File: src/rtl/divider_pkg.sv
// Shared definitions for the pipelined divider: operand mode encoding and
// the accept-to-result latency of the pipeline.
package divider_pkg;

    localparam logic MODE_UNSIGNED = 1'b0;
    localparam logic MODE_SIGNED   = 1'b1;

    // One capture register, one register per quotient bit, one output register.
    function automatic int divmod_latency(input int dividend_width);
        return dividend_width + 2;
    endfunction

endpackage

File: src/rtl/pipelined_divmod_if.sv
// Request/result handshake bundle for pipelined_divmod.
// The dbz flag exists only when PIPELINED_DIVMOD_DBZ_EN is defined.
interface pipelined_divmod_if #(
    parameter int DIVIDEND_WIDTH = 16,
    parameter int DIVISOR_WIDTH  = 8,
    parameter int TAG_WIDTH      = 6
);
    import divider_pkg::*;

    logic                      in_valid;
    logic                      in_ready;
    logic                      in_signed;
    logic [TAG_WIDTH-1:0]      in_tag;
    logic [DIVIDEND_WIDTH-1:0] dividend;
    logic [DIVISOR_WIDTH-1:0]  divisor;

    logic                      out_valid;
    logic                      out_ready;
    logic [TAG_WIDTH-1:0]      out_tag;
    logic [DIVIDEND_WIDTH-1:0] quotient;
    logic [DIVIDEND_WIDTH-1:0] remainder;
    logic                      overflow;
`ifdef PIPELINED_DIVMOD_DBZ_EN
    logic                      dbz;

    modport master (
        output in_valid, in_signed, in_tag, dividend, divisor, out_ready,
        input  in_ready, out_valid, out_tag, quotient, remainder, overflow, dbz
    );
    modport slave (
        input  in_valid, in_signed, in_tag, dividend, divisor, out_ready,
        output in_ready, out_valid, out_tag, quotient, remainder, overflow, dbz
    );
`else
    modport master (
        output in_valid, in_signed, in_tag, dividend, divisor, out_ready,
        input  in_ready, out_valid, out_tag, quotient, remainder, overflow
    );
    modport slave (
        input  in_valid, in_signed, in_tag, dividend, divisor, out_ready,
        output in_ready, out_valid, out_tag, quotient, remainder, overflow
    );
`endif

endinterface

File: src/rtl/divmod_stage.sv
// One restoring-division iteration: shift the next dividend bit into the
// partial remainder, trial-subtract the divisor magnitude, keep the
// difference when it is non-negative and record the quotient bit.
// The whole stage holds its contents while en is low.
module divmod_stage #(
    parameter int DIVIDEND_WIDTH = 16,
    parameter int DIVISOR_WIDTH  = 8,
    parameter int SB_WIDTH       = 9
) (
    input  logic                                          clock,
    input  logic                                          reset_n,
    input  logic                                          en,
    input  logic                                          vld_i,
    input  logic [DIVIDEND_WIDTH+DIVISOR_WIDTH:0]         rem_i,
    input  logic [DIVIDEND_WIDTH-1:0]                     dq_i,
    input  logic [DIVISOR_WIDTH-1:0]                      dvs_i,
    input  logic [SB_WIDTH-1:0]                           sb_i,
    output logic                                          vld_o,
    output logic [DIVIDEND_WIDTH+DIVISOR_WIDTH:0]         rem_o,
    output logic [DIVIDEND_WIDTH-1:0]                     dq_o,
    output logic [DIVISOR_WIDTH-1:0]                      dvs_o,
    output logic [SB_WIDTH-1:0]                           sb_o
);
    import divider_pkg::*;

    localparam int DW = DIVIDEND_WIDTH;
    localparam int VW = DIVISOR_WIDTH;
    localparam int IW = DIVIDEND_WIDTH + DIVISOR_WIDTH + 1;

    logic signed [IW-1:0] rem_shift;
    logic signed [IW-1:0] trial;
    logic                 qbit;
    logic                 unused_rem_msb;

    logic          vld_d, vld_q;
    logic [IW-1:0] rem_d, rem_q;
    logic [DW-1:0] dq_d,  dq_q;
    logic [VW-1:0] dvs_d, dvs_q;
    logic [SB_WIDTH-1:0] sb_d, sb_q;

    // The partial remainder is always below the divisor, so its top bit is never set.
    assign unused_rem_msb = rem_i[IW-1];

    // Shift/trial-subtract and next-state selection with stall hold.
    always_comb begin
        rem_shift = $signed({rem_i[IW-2:0], dq_i[DW-1]});
        trial     = rem_shift - $signed({{(IW-VW){1'b0}}, dvs_i});
        qbit      = ~trial[IW-1];

        vld_d = vld_q;
        rem_d = rem_q;
        dq_d  = dq_q;
        dvs_d = dvs_q;
        sb_d  = sb_q;
        if (en) begin
            vld_d = vld_i;
            if (vld_i) begin
                rem_d = qbit ? trial : rem_shift;
                dq_d  = {dq_i[DW-2:0], qbit};
                dvs_d = dvs_i;
                sb_d  = sb_i;
            end
        end
    end

    // Valid bit is the only reset state in the stage.
    always_ff @(posedge clock or negedge reset_n) begin
        if (!reset_n) begin
            vld_q <= 1'b0;
        end else begin
            vld_q <= vld_d;
        end
    end

    // Data registers carry no reset; they are qualified by the valid bit.
    always_ff @(posedge clock) begin
        rem_q <= rem_d;
        dq_q  <= dq_d;
        dvs_q <= dvs_d;
        sb_q  <= sb_d;
    end

    assign vld_o = vld_q;
    assign rem_o = rem_q;
    assign dq_o  = dq_q;
    assign dvs_o = dvs_q;
    assign sb_o  = sb_q;

endmodule

File: src/rtl/pipelined_divmod.sv
// Fully pipelined truncating divider with remainder, signed or unsigned per
// request. Capture stage forms operand magnitudes and sign flags, one
// divmod_stage per quotient bit, then a sign-correcting output register.
// The pipeline stalls globally whenever a result is held at the output.
// Optional feature: define PIPELINED_DIVMOD_DBZ_EN to add the dbz flag and
// force divide-by-zero results (quotient all ones, remainder = dividend).
module pipelined_divmod
    import divider_pkg::*;
#(
    parameter int DIVIDEND_WIDTH = 16,
    parameter int DIVISOR_WIDTH  = 8,
    parameter int TAG_WIDTH      = 6
) (
    input logic               clock,
    input logic               reset_n,
    pipelined_divmod_if.slave io
);

    localparam int DW = DIVIDEND_WIDTH;
    localparam int VW = DIVISOR_WIDTH;
    localparam int TW = TAG_WIDTH;
    localparam int IW = DW + VW + 1;

    // Sideband layout, LSB first: overflow, remainder-negative,
    // quotient-negative, [dbz], then the tag in the top bits.
    localparam int SB_OVF  = 0;
    localparam int SB_NEGR = 1;
    localparam int SB_NEGQ = 2;
`ifdef PIPELINED_DIVMOD_DBZ_EN
    localparam int SB_DBZ  = 3;
    localparam int SBW     = TW + 4;
`else
    localparam int SBW     = TW + 3;
`endif

    localparam logic [DW-1:0] MOST_NEG = {1'b1, {(DW-1){1'b0}}};

    function automatic logic [DW-1:0] apply_sign(input logic [DW-1:0] mag, input logic neg);
        return neg ? ({DW{1'b0}} - mag) : mag;
    endfunction

    logic          en;
    logic          dvd_neg, dvs_neg, is_ovf;
    logic [DW-1:0] dvd_abs;
    logic [VW-1:0] dvs_abs;
    logic [SBW-1:0] sb_in;

    logic           cap_vld_d, cap_vld_q;
    logic [DW-1:0]  cap_dq_d,  cap_dq_q;
    logic [VW-1:0]  cap_dvs_d, cap_dvs_q;
    logic [SBW-1:0] cap_sb_d,  cap_sb_q;

    logic           vld_c [0:DW];
    logic [IW-1:0]  rem_c [0:DW];
    logic [DW-1:0]  dq_c  [0:DW];
    logic [VW-1:0]  dvs_c [0:DW];
    logic [SBW-1:0] sb_c  [0:DW];
    logic [SBW-1:0] sb_last;
    logic           unused_tail;

    logic          out_vld_d, out_vld_q;
    logic [DW-1:0] quo_d, quo_q;
    logic [DW-1:0] rem_d, rem_q;
    logic [TW-1:0] tag_d, tag_q;
    logic          ovf_d, ovf_q;
`ifdef PIPELINED_DIVMOD_DBZ_EN
    logic          dbz_d, dbz_q;
`endif

    assign io.in_ready = !(out_vld_q && !io.out_ready);
    assign en          = io.in_ready;

    // Operand magnitudes, sign flags and the overflow/zero-divisor flags.
    always_comb begin
        dvd_neg = (io.in_signed == MODE_SIGNED) && io.dividend[DW-1];
        dvs_neg = (io.in_signed == MODE_SIGNED) && io.divisor[VW-1];
        dvd_abs = dvd_neg ? ({DW{1'b0}} - io.dividend) : io.dividend;
        dvs_abs = dvs_neg ? ({VW{1'b0}} - io.divisor) : io.divisor;
        is_ovf  = (io.in_signed == MODE_SIGNED) && (io.dividend == MOST_NEG) &&
                  (io.divisor == {VW{1'b1}});
`ifdef PIPELINED_DIVMOD_DBZ_EN
        sb_in = {io.in_tag, (io.divisor == {VW{1'b0}}), dvd_neg ^ dvs_neg, dvd_neg, is_ovf};
`else
        sb_in = {io.in_tag, dvd_neg ^ dvs_neg, dvd_neg, is_ovf};
`endif
    end

    // Capture-stage next state: load on accept, hold while stalled.
    always_comb begin
        cap_vld_d = cap_vld_q;
        cap_dq_d  = cap_dq_q;
        cap_dvs_d = cap_dvs_q;
        cap_sb_d  = cap_sb_q;
        if (en) begin
            cap_vld_d = io.in_valid;
            if (io.in_valid) begin
                cap_dq_d  = dvd_abs;
                cap_dvs_d = dvs_abs;
                cap_sb_d  = sb_in;
            end
        end
    end

    // Capture-stage valid bit.
    always_ff @(posedge clock or negedge reset_n) begin
        if (!reset_n) begin
            cap_vld_q <= 1'b0;
        end else begin
            cap_vld_q <= cap_vld_d;
        end
    end

    // Capture-stage data, not reset.
    always_ff @(posedge clock) begin
        cap_dq_q  <= cap_dq_d;
        cap_dvs_q <= cap_dvs_d;
        cap_sb_q  <= cap_sb_d;
    end

    assign vld_c[0] = cap_vld_q;
    assign rem_c[0] = {IW{1'b0}};
    assign dq_c[0]  = cap_dq_q;
    assign dvs_c[0] = cap_dvs_q;
    assign sb_c[0]  = cap_sb_q;

    for (genvar g = 0; g < DW; g++) begin : g_stage
        divmod_stage #(
            .DIVIDEND_WIDTH (DW),
            .DIVISOR_WIDTH  (VW),
            .SB_WIDTH       (SBW)
        ) u_stage (
            .clock   (clock),
            .reset_n (reset_n),
            .en      (en),
            .vld_i   (vld_c[g]),
            .rem_i   (rem_c[g]),
            .dq_i    (dq_c[g]),
            .dvs_i   (dvs_c[g]),
            .sb_i    (sb_c[g]),
            .vld_o   (vld_c[g+1]),
            .rem_o   (rem_c[g+1]),
            .dq_o    (dq_c[g+1]),
            .dvs_o   (dvs_c[g+1]),
            .sb_o    (sb_c[g+1])
        );
    end

    assign sb_last     = sb_c[DW];
    assign unused_tail = ^{rem_c[DW][IW-1:DW], dvs_c[DW]};

    // Output register: restore signs and apply the special-case overrides.
    always_comb begin
        out_vld_d = out_vld_q;
        quo_d     = quo_q;
        rem_d     = rem_q;
        tag_d     = tag_q;
        ovf_d     = ovf_q;
`ifdef PIPELINED_DIVMOD_DBZ_EN
        dbz_d     = dbz_q;
`endif
        if (en) begin
            out_vld_d = vld_c[DW];
            if (vld_c[DW]) begin
                quo_d = apply_sign(dq_c[DW], sb_last[SB_NEGQ]);
                rem_d = apply_sign(rem_c[DW][DW-1:0], sb_last[SB_NEGR]);
                tag_d = sb_last[SBW-1 -: TW];
                ovf_d = sb_last[SB_OVF];
                if (sb_last[SB_OVF]) begin
                    quo_d = MOST_NEG;
                    rem_d = {DW{1'b0}};
                end
`ifdef PIPELINED_DIVMOD_DBZ_EN
                dbz_d = sb_last[SB_DBZ];
                if (sb_last[SB_DBZ]) begin
                    quo_d = {DW{1'b1}};
                end
`endif
            end
        end
    end

    // Output registers, all cleared by reset.
    always_ff @(posedge clock or negedge reset_n) begin
        if (!reset_n) begin
            out_vld_q <= 1'b0;
            quo_q     <= {DW{1'b0}};
            rem_q     <= {DW{1'b0}};
            tag_q     <= {TW{1'b0}};
            ovf_q     <= 1'b0;
`ifdef PIPELINED_DIVMOD_DBZ_EN
            dbz_q     <= 1'b0;
`endif
        end else begin
            out_vld_q <= out_vld_d;
            quo_q     <= quo_d;
            rem_q     <= rem_d;
            tag_q     <= tag_d;
            ovf_q     <= ovf_d;
`ifdef PIPELINED_DIVMOD_DBZ_EN
            dbz_q     <= dbz_d;
`endif
        end
    end

    assign io.out_valid = out_vld_q;
    assign io.quotient  = quo_q;
    assign io.remainder = rem_q;
    assign io.out_tag   = tag_q;
    assign io.overflow  = ovf_q;
`ifdef PIPELINED_DIVMOD_DBZ_EN
    assign io.dbz       = dbz_q;
`endif

endmodule

File: src/flat_wrapper.sv
// flat-port wrapper written by rule: the top's interface ports become plain ports
module pipelined_divmod_flat import divider_pkg::*;
#(
    parameter int DIVIDEND_WIDTH = 16,
    parameter int DIVISOR_WIDTH  = 8,
    parameter int TAG_WIDTH      = 6
)
  (clock, reset_n, io_in_valid, io_in_signed, io_in_tag, io_dividend, io_divisor, io_out_ready, io_in_ready, io_out_valid, io_out_tag, io_quotient, io_remainder, io_overflow);
  pipelined_divmod_if #(.DIVIDEND_WIDTH(DIVIDEND_WIDTH), .DIVISOR_WIDTH(DIVISOR_WIDTH), .TAG_WIDTH(TAG_WIDTH)) io_i ();
  input logic clock;
  input logic reset_n;
  input wire logic [$bits(io_i.in_valid)-1:0] io_in_valid;
  input wire logic [$bits(io_i.in_signed)-1:0] io_in_signed;
  input wire logic [$bits(io_i.in_tag)-1:0] io_in_tag;
  input wire logic [$bits(io_i.dividend)-1:0] io_dividend;
  input wire logic [$bits(io_i.divisor)-1:0] io_divisor;
  input wire logic [$bits(io_i.out_ready)-1:0] io_out_ready;
  output wire logic [$bits(io_i.in_ready)-1:0] io_in_ready;
  output wire logic [$bits(io_i.out_valid)-1:0] io_out_valid;
  output wire logic [$bits(io_i.out_tag)-1:0] io_out_tag;
  output wire logic [$bits(io_i.quotient)-1:0] io_quotient;
  output wire logic [$bits(io_i.remainder)-1:0] io_remainder;
  output wire logic [$bits(io_i.overflow)-1:0] io_overflow;
  assign io_i.in_valid = io_in_valid;
  assign io_i.in_signed = io_in_signed;
  assign io_i.in_tag = io_in_tag;
  assign io_i.dividend = io_dividend;
  assign io_i.divisor = io_divisor;
  assign io_i.out_ready = io_out_ready;
  assign io_in_ready = io_i.in_ready;
  assign io_out_valid = io_i.out_valid;
  assign io_out_tag = io_i.out_tag;
  assign io_quotient = io_i.quotient;
  assign io_remainder = io_i.remainder;
  assign io_overflow = io_i.overflow;
  pipelined_divmod #(.DIVIDEND_WIDTH(DIVIDEND_WIDTH), .DIVISOR_WIDTH(DIVISOR_WIDTH), .TAG_WIDTH(TAG_WIDTH)) u_core (.clock(clock), .reset_n(reset_n), .io(io_i));
endmodule
File: config.mk
export PLATFORM = sky130hd
export DESIGN_NAME = pipelined_divmod_flat
export DESIGN_NICKNAME = d
export VERILOG_FILES = /design/src/rtl/divider_pkg.sv /design/src/rtl/pipelined_divmod_if.sv /design/src/rtl/divmod_stage.sv /design/src/rtl/pipelined_divmod.sv /design/src/flat_wrapper.sv
export SDC_FILE = /design/constraint.sdc
export NUM_CORES = 1
export LEC_CHECK = 0
export CAP_MARGIN = 40
export CORE_UTILIZATION = 65
export CTS_CLUSTER_SIZE = 12
export DETAILED_ROUTE_END_ITERATION = 10
export DONT_BUFFER_PORTS = 1
export GPL_ROUTABILITY_DRIVEN = 1
export MAX_ROUTING_LAYER = met4
export PLACE_DENSITY = 0.81
export SKIP_LAST_GASP = 1
export SYNTH_ARGS = -nofsm -noshare
export SYNTH_HDL_FRONTEND = slang
export SYNTH_HIERARCHICAL = 1
export SYNTH_SLANG_ARGS = --single-unit
File: constraint.sdc
create_clock -name clock -period 4.8 [get_ports clock]
set_clock_uncertainty 0.15 [all_clocks]
set_input_delay 0.48 -clock clock [delete_from_list [all_inputs] [get_ports clock]]
set_output_delay 0.48 -clock clock [all_outputs]
set_load 0.01 [all_outputs]
# Word level (Yosys, flattened, before mapping)

Index checks and enable logic that the tools add are counted.

$add $sub $neg: 20
Reductions and logical operators: 25
Multiply operators: 0
Shift-type cells: 0
Div/mod/pow operators: 0
Mux-type cells: 22
Magnitude comparators: 0
Bitwise logic cells: 18
Equality and inequality tests: 2

Operators with widths:

| kind                                              | number |
|---|---|
| subtractor 25 x 9 -> 25 bit                       | 14 |
| 2-to-1 mux 24 bit                                 | 14 |
| 2-to-1 mux 16 bit                                 | 6 |
| subtractor 1 x 16 -> 16 bit, first input constant | 3 |
| AND reduction 2 bit                               | 18 |
| inverter 1 bit                                    | 17 |
| equality test 16 bit, second input constant       | 1 |
| subtractor 10 x 9 -> 11 bit                       | 1 |
| subtractor 1 x 8 -> 9 bit                         | 1 |
| equality test 8 bit, second input constant        | 1 |
| 2-to-1 mux 8 bit                                  | 1 |
| subtractor 1 x 8 -> 8 bit, first input constant   | 1 |
| logical AND 1 bit                                 | 5 |
| zero test 1 bit                                   | 2 |
| 2-to-1 mux 1 bit                                  | 1 |
| bitwise XOR 1 bit                                 | 1 |

Bits in read-only memories: 0
Memories: 0
Output and inout port bits: 41
Bits in writable memories: 0
Register bits after elaboration: 971
Bits in latches: 0

# Logic depth before layout (Yosys ltp)

Depth in word-level cells: 4
Mapped depth: 11
Mapped depth without buffers: 11

# By module

Netlist, hierarchy kept.

Modules (own cells, without submodules):

| module                                         | area each (um^2) | instances | cells an instance | seq. area each (um^2) |
|---|---|---|---|---|
| divmod_stage at u_core.g_stage[0].u_stage ...  | 2720.1           | 11        | 197               | 1766.7 |
| divmod_stage at u_core.g_stage[10].u_stage ... | 2722.6           | 5         | 197               | 1766.7 |
| pipelined_divmod                               | 3592.2           | 1         | 320               | 2016.9 |

# Worst setup path after synthesis

Ideal clock, no wire load.

Path kind: input -> register
From: input port io_out_ready
To: register u_core.g_stage[0].u_stage.dq_q[0] (enable)
Path slack: 1476 ps
Arrival time: 2752 ps
Stages: 2
Library setup time: 422 ps
Buffers on the path: 0
Cell sequence: nand2b_1 -> and2_1

Longest elaborated chain between the ends: 4

RTL lines:

| item                                 | line                   | RTL |
|---|---|---|
| start: declaration                   | flat_wrapper.sv:17     | `input wire logic [$bits(io_i.out_ready)-1:0] io_out_ready;` |
| zero test 1 bit                      | pipelined_divmod.sv:70 | `assign io.in_ready = !(out_vld_q && !io.out_ready);` |
| logical AND 1 bit                    | pipelined_divmod.sv:70 |  |
| inverter 1 bit (no source line)      | --                     |  |
| AND reduction 2 bit (no source line) | --                     |  |
| end signal: assignment               | divmod_stage.sv:78     | `dq_q <= dq_d;` |
| end: declaration                     | divmod_stage.sv:37     | `logic [DW-1:0] dq_d, dq_q;` |

No other way between the ends.
A chain may end at the register's enable or synchronous reset.

# Worst setup path after layout

From: register u_core.g_stage[4].u_stage.dvs_q[0]
To: register u_core.g_stage[5].u_stage.rem_q[19] (data pin)

Longest elaborated chain between the ends: 2

RTL lines:

| item                        | line               | RTL |
|---|---|---|
| start: declaration          | divmod_stage.sv:38 | `logic [VW-1:0] dvs_d, dvs_q;` |
| start signal: assignment    | divmod_stage.sv:79 | `dvs_q <= dvs_d;` |
| subtractor 25 x 9 -> 25 bit | divmod_stage.sv:47 | `trial = rem_shift - $signed({{(IW-VW){1'b0}}, dvs_i});` |
| 2-to-1 mux 24 bit           | divmod_stage.sv:58 | `rem_d = qbit ? trial : rem_shift;` |
| end signal: assignment      | divmod_stage.sv:77 | `rem_q <= rem_d;` |
| end: declaration            | divmod_stage.sv:36 | `logic [IW-1:0] rem_d, rem_q;` |

No other way between the ends.

==> flow_metrics.env <==
export IMPL_p_int_uw=23500
export IMPL_vias_per_cell=5.94
export IMPL_rsz0062_at_grt="false"
export IMPL_r2r_start="u_core/g_stage[4].u_stage/dvs_o[0]"
export IMPL_cts_sinks=986
export IMPL_hold_viol_final=0
export IMPL_cts_tree="done"
export IMPL_drt_pass1_iterations=6
export IMPL_reg2reg_depth=10
export IMPL_cts_resized=0
export IMPL_reg2reg_to="u_core/g_stage[5].u_stage/rem_o[19]"
export IMPL_fmax_mhz=298
export IMPL_synth_area_per_cell_um2=13.5
export IMPL_clk_latency_ps=650
export IMPL_start_kind="flip-flop"
export IMPL_cp_startpoint="u_core/g_stage[4].u_stage/dvs_o[0]"
export IMPL_gp_congestion=0.986
export IMPL_final_cells=4585
export IMPL_die_w_um=268
export IMPL_crit_arrival_ps=3600
export IMPL_path_max_fanout=23
export IMPL_power_frac_clock=0.193
export IMPL_cp_required_ps=5040
export IMPL_power_density_mw_per_mm2=725
export IMPL_grt_max_degree=58
export IMPL_switching_share=0.358
export IMPL_final_util=0.724
export IMPL_routed_wl_mm=87.9
export IMPL_grt_pass1_vias=26950
export IMPL_post_cts_buffers=0
export IMPL_min_path_type="input pin to flip-flop"
export IMPL_routedWlPerCell_um=19.2
export IMPL_dr_total_vias=27238
export IMPL_htree_num_levels=3
export IMPL_num_io_pins=76
export IMPL_setup_violations=0
export IMPL_cp_endpoint="u_core/g_stage[5].u_stage/rem_o[19]"
export IMPL_tightest_slew_ps=907
export IMPL_numCtsBuffers=100
export IMPL_root_buffer="clkbuf_16"
export IMPL_rrSetupSlack_ps=1440
export IMPL_critPathCaptureType="flip-flop"
export IMPL_dpl_hpwl_mm=63.0
export IMPL_min_from="io_dividend[15]"
export IMPL_vdd_drop_max_mv=0.522
export IMPL_nets=3758
export IMPL_finalWorstSetupSlack_ps=1440
export IMPL_preCtsSetupSlack_ps=1530
export IMPL_fin_crit_sh=0.699
export IMPL_core_mm2=0.0699
export IMPL_synth_area_mm2=0.0459
export IMPL_final_setup_tns_ps=0
export IMPL_ys_warn_count=6
export IMPL_area_growth_pct=10.2
export IMPL_period_minus_slack_ps=3360
export IMPL_postSynthCellCount=3400
export IMPL_path_class="flip-flop to flip-flop"
export IMPL_max_clock_path_buffers=3
export IMPL_switching_power_uw=13100
export IMPL_die_area_mm2=0.0717
export IMPL_layout_drive_gt1_share=0.106
export IMPL_clk_pin_slew_ps=60
export IMPL_ant_nets=0
export IMPL_status="completed"
export IMPL_postCtsHoldBufs=38
export IMPL_drtIter0Drc=2228
export IMPL_drv_slew=0
export IMPL_dp_cells=4373
export IMPL_grt_pass1_wl_mm=139
export IMPL_overflow=0
export IMPL_rows=97
export IMPL_die_h_um=268
export IMPL_maxCapViolCount=0
export IMPL_slew_headroom=0.395
export IMPL_initial_core_util=0.656
export IMPL_comb_power_share=0.342
export IMPL_p_leak_uw=0.0186
export IMPL_grt_total_usage=0.256
export IMPL_route_detailed_drc=0
export IMPL_placement_io_buffers=0
export IMPL_antenna_found_initial=2
export IMPL_seqPwrFrac=0.465
[power groups by stage]
stage | logic, uW | registers (uW) | clock network, uW
after floorplan | 9500 | 16300 | 0
after global placement | 11500 | 17000 | 0
after detailed placement | 12200 | 17100 | 0
after CTS | 12300 | 17000 | 7220
after global routing | 13700 | 17400 | 7560
final | 12500 | 17000 | 7090
[area by class of cell]
class,count,area (um^2)
diodes,1,2.50
clock buffers,139,2700
clock inverters,33,282
fillers,4359,19300
inverters,201,754
multi-input cells,2222,15700
flip-flops and latches,986,29300
well taps,940,1180
repair buffers,63,623
[flip-flops by register name, indices dropped and copies added (netlist names)]
name,count
u_core/g_stage.u_stage/dq_o,256
u_core/g_stage.u_stage/vld_o,16
u_core/cap_dq_q,16
u_core/cap_vld_q,1
u_core/g_stage.u_stage/rem_o,376
u_core/io.out_tag,6
u_core/io.overflow,1
u_core/io.quotient,16
u_core/g_stage.u_stage/dvs_o,120
u_core/cap_sb_q,9
u_core/io.remainder,16
u_core/cap_dvs_q,8
u_core/io.out_valid,1
u_core/g_stage.u_stage/sb_o,144
[worst min-delay path by stage]
stage               cells after the start                endpoint
floorplan                               0        u_core/cap_vld_q
global placement                        0  u_core/io.quotient[11]
detailed placement                      0  u_core/io.quotient[12]
CTS                                     3      u_core/cap_sb_q[0]
global route                            2      u_core/cap_sb_q[2]
finish                                  2      u_core/cap_sb_q[2]
[layer usage]
layer | track usage | part of all wire
met1 | 0.308 | 0.40
met2 | 0.428 | 0.50
met3 | 0.0390 | 0.064
met4 | 0.120 | 0.044
met5 | - | 0
[worst max-delay path, cell delays in order, from the launching register on]
cell and delay (ps):
edfxtp_1 480, ha_1 250, fa_1 290, nor2b_4 60, o31a_1 300, o41ai_4 410
nand2_4 110, xnor2_4 540, inv_2 140, and4_1 230, xor2_1 140
[metrics by stage]
step	power [uW]	hold slack [ps]	instance area [um^2]
finish	36700	36.4	50600
global route	38700	26.0	50600
CTS	36600	0.493	50600
detailed placement	29300	35.4	47200
global placement	28500	35.5	47100
floorplan	25800	34.4	46100
[placed cells by master, fill, tap and decap left out, types with 18 or more instances in the layout]
cell / n
dfrtp_1: 57
clkbuf_1: 35
xor2_1: 182
clkbuf_16: 101
nor4b_1: 30
or3_1: 33
nand3_1: 51
o21a_1: 48
nand2_1: 349
dlygate4sd3_1: 37
o31ai_1: 37
inv_1: 185
nand4_1: 18
buf_4: 22
nor4_1: 51
xnor2_1: 160
nand2b_1: 35
nor3_2: 43
nor3_1: 89
a21o_1: 48
conb_1: 70
and4_1: 21
ha_1: 133
nor2_1: 162
o21ai_0: 237
a211o_1: 21
a21oi_1: 69
nand3b_1: 18
nor2b_1: 29
mux2_2: 25
nor3b_2: 30
edfxtp_1: 929
(Power assumes the default switching activity.)
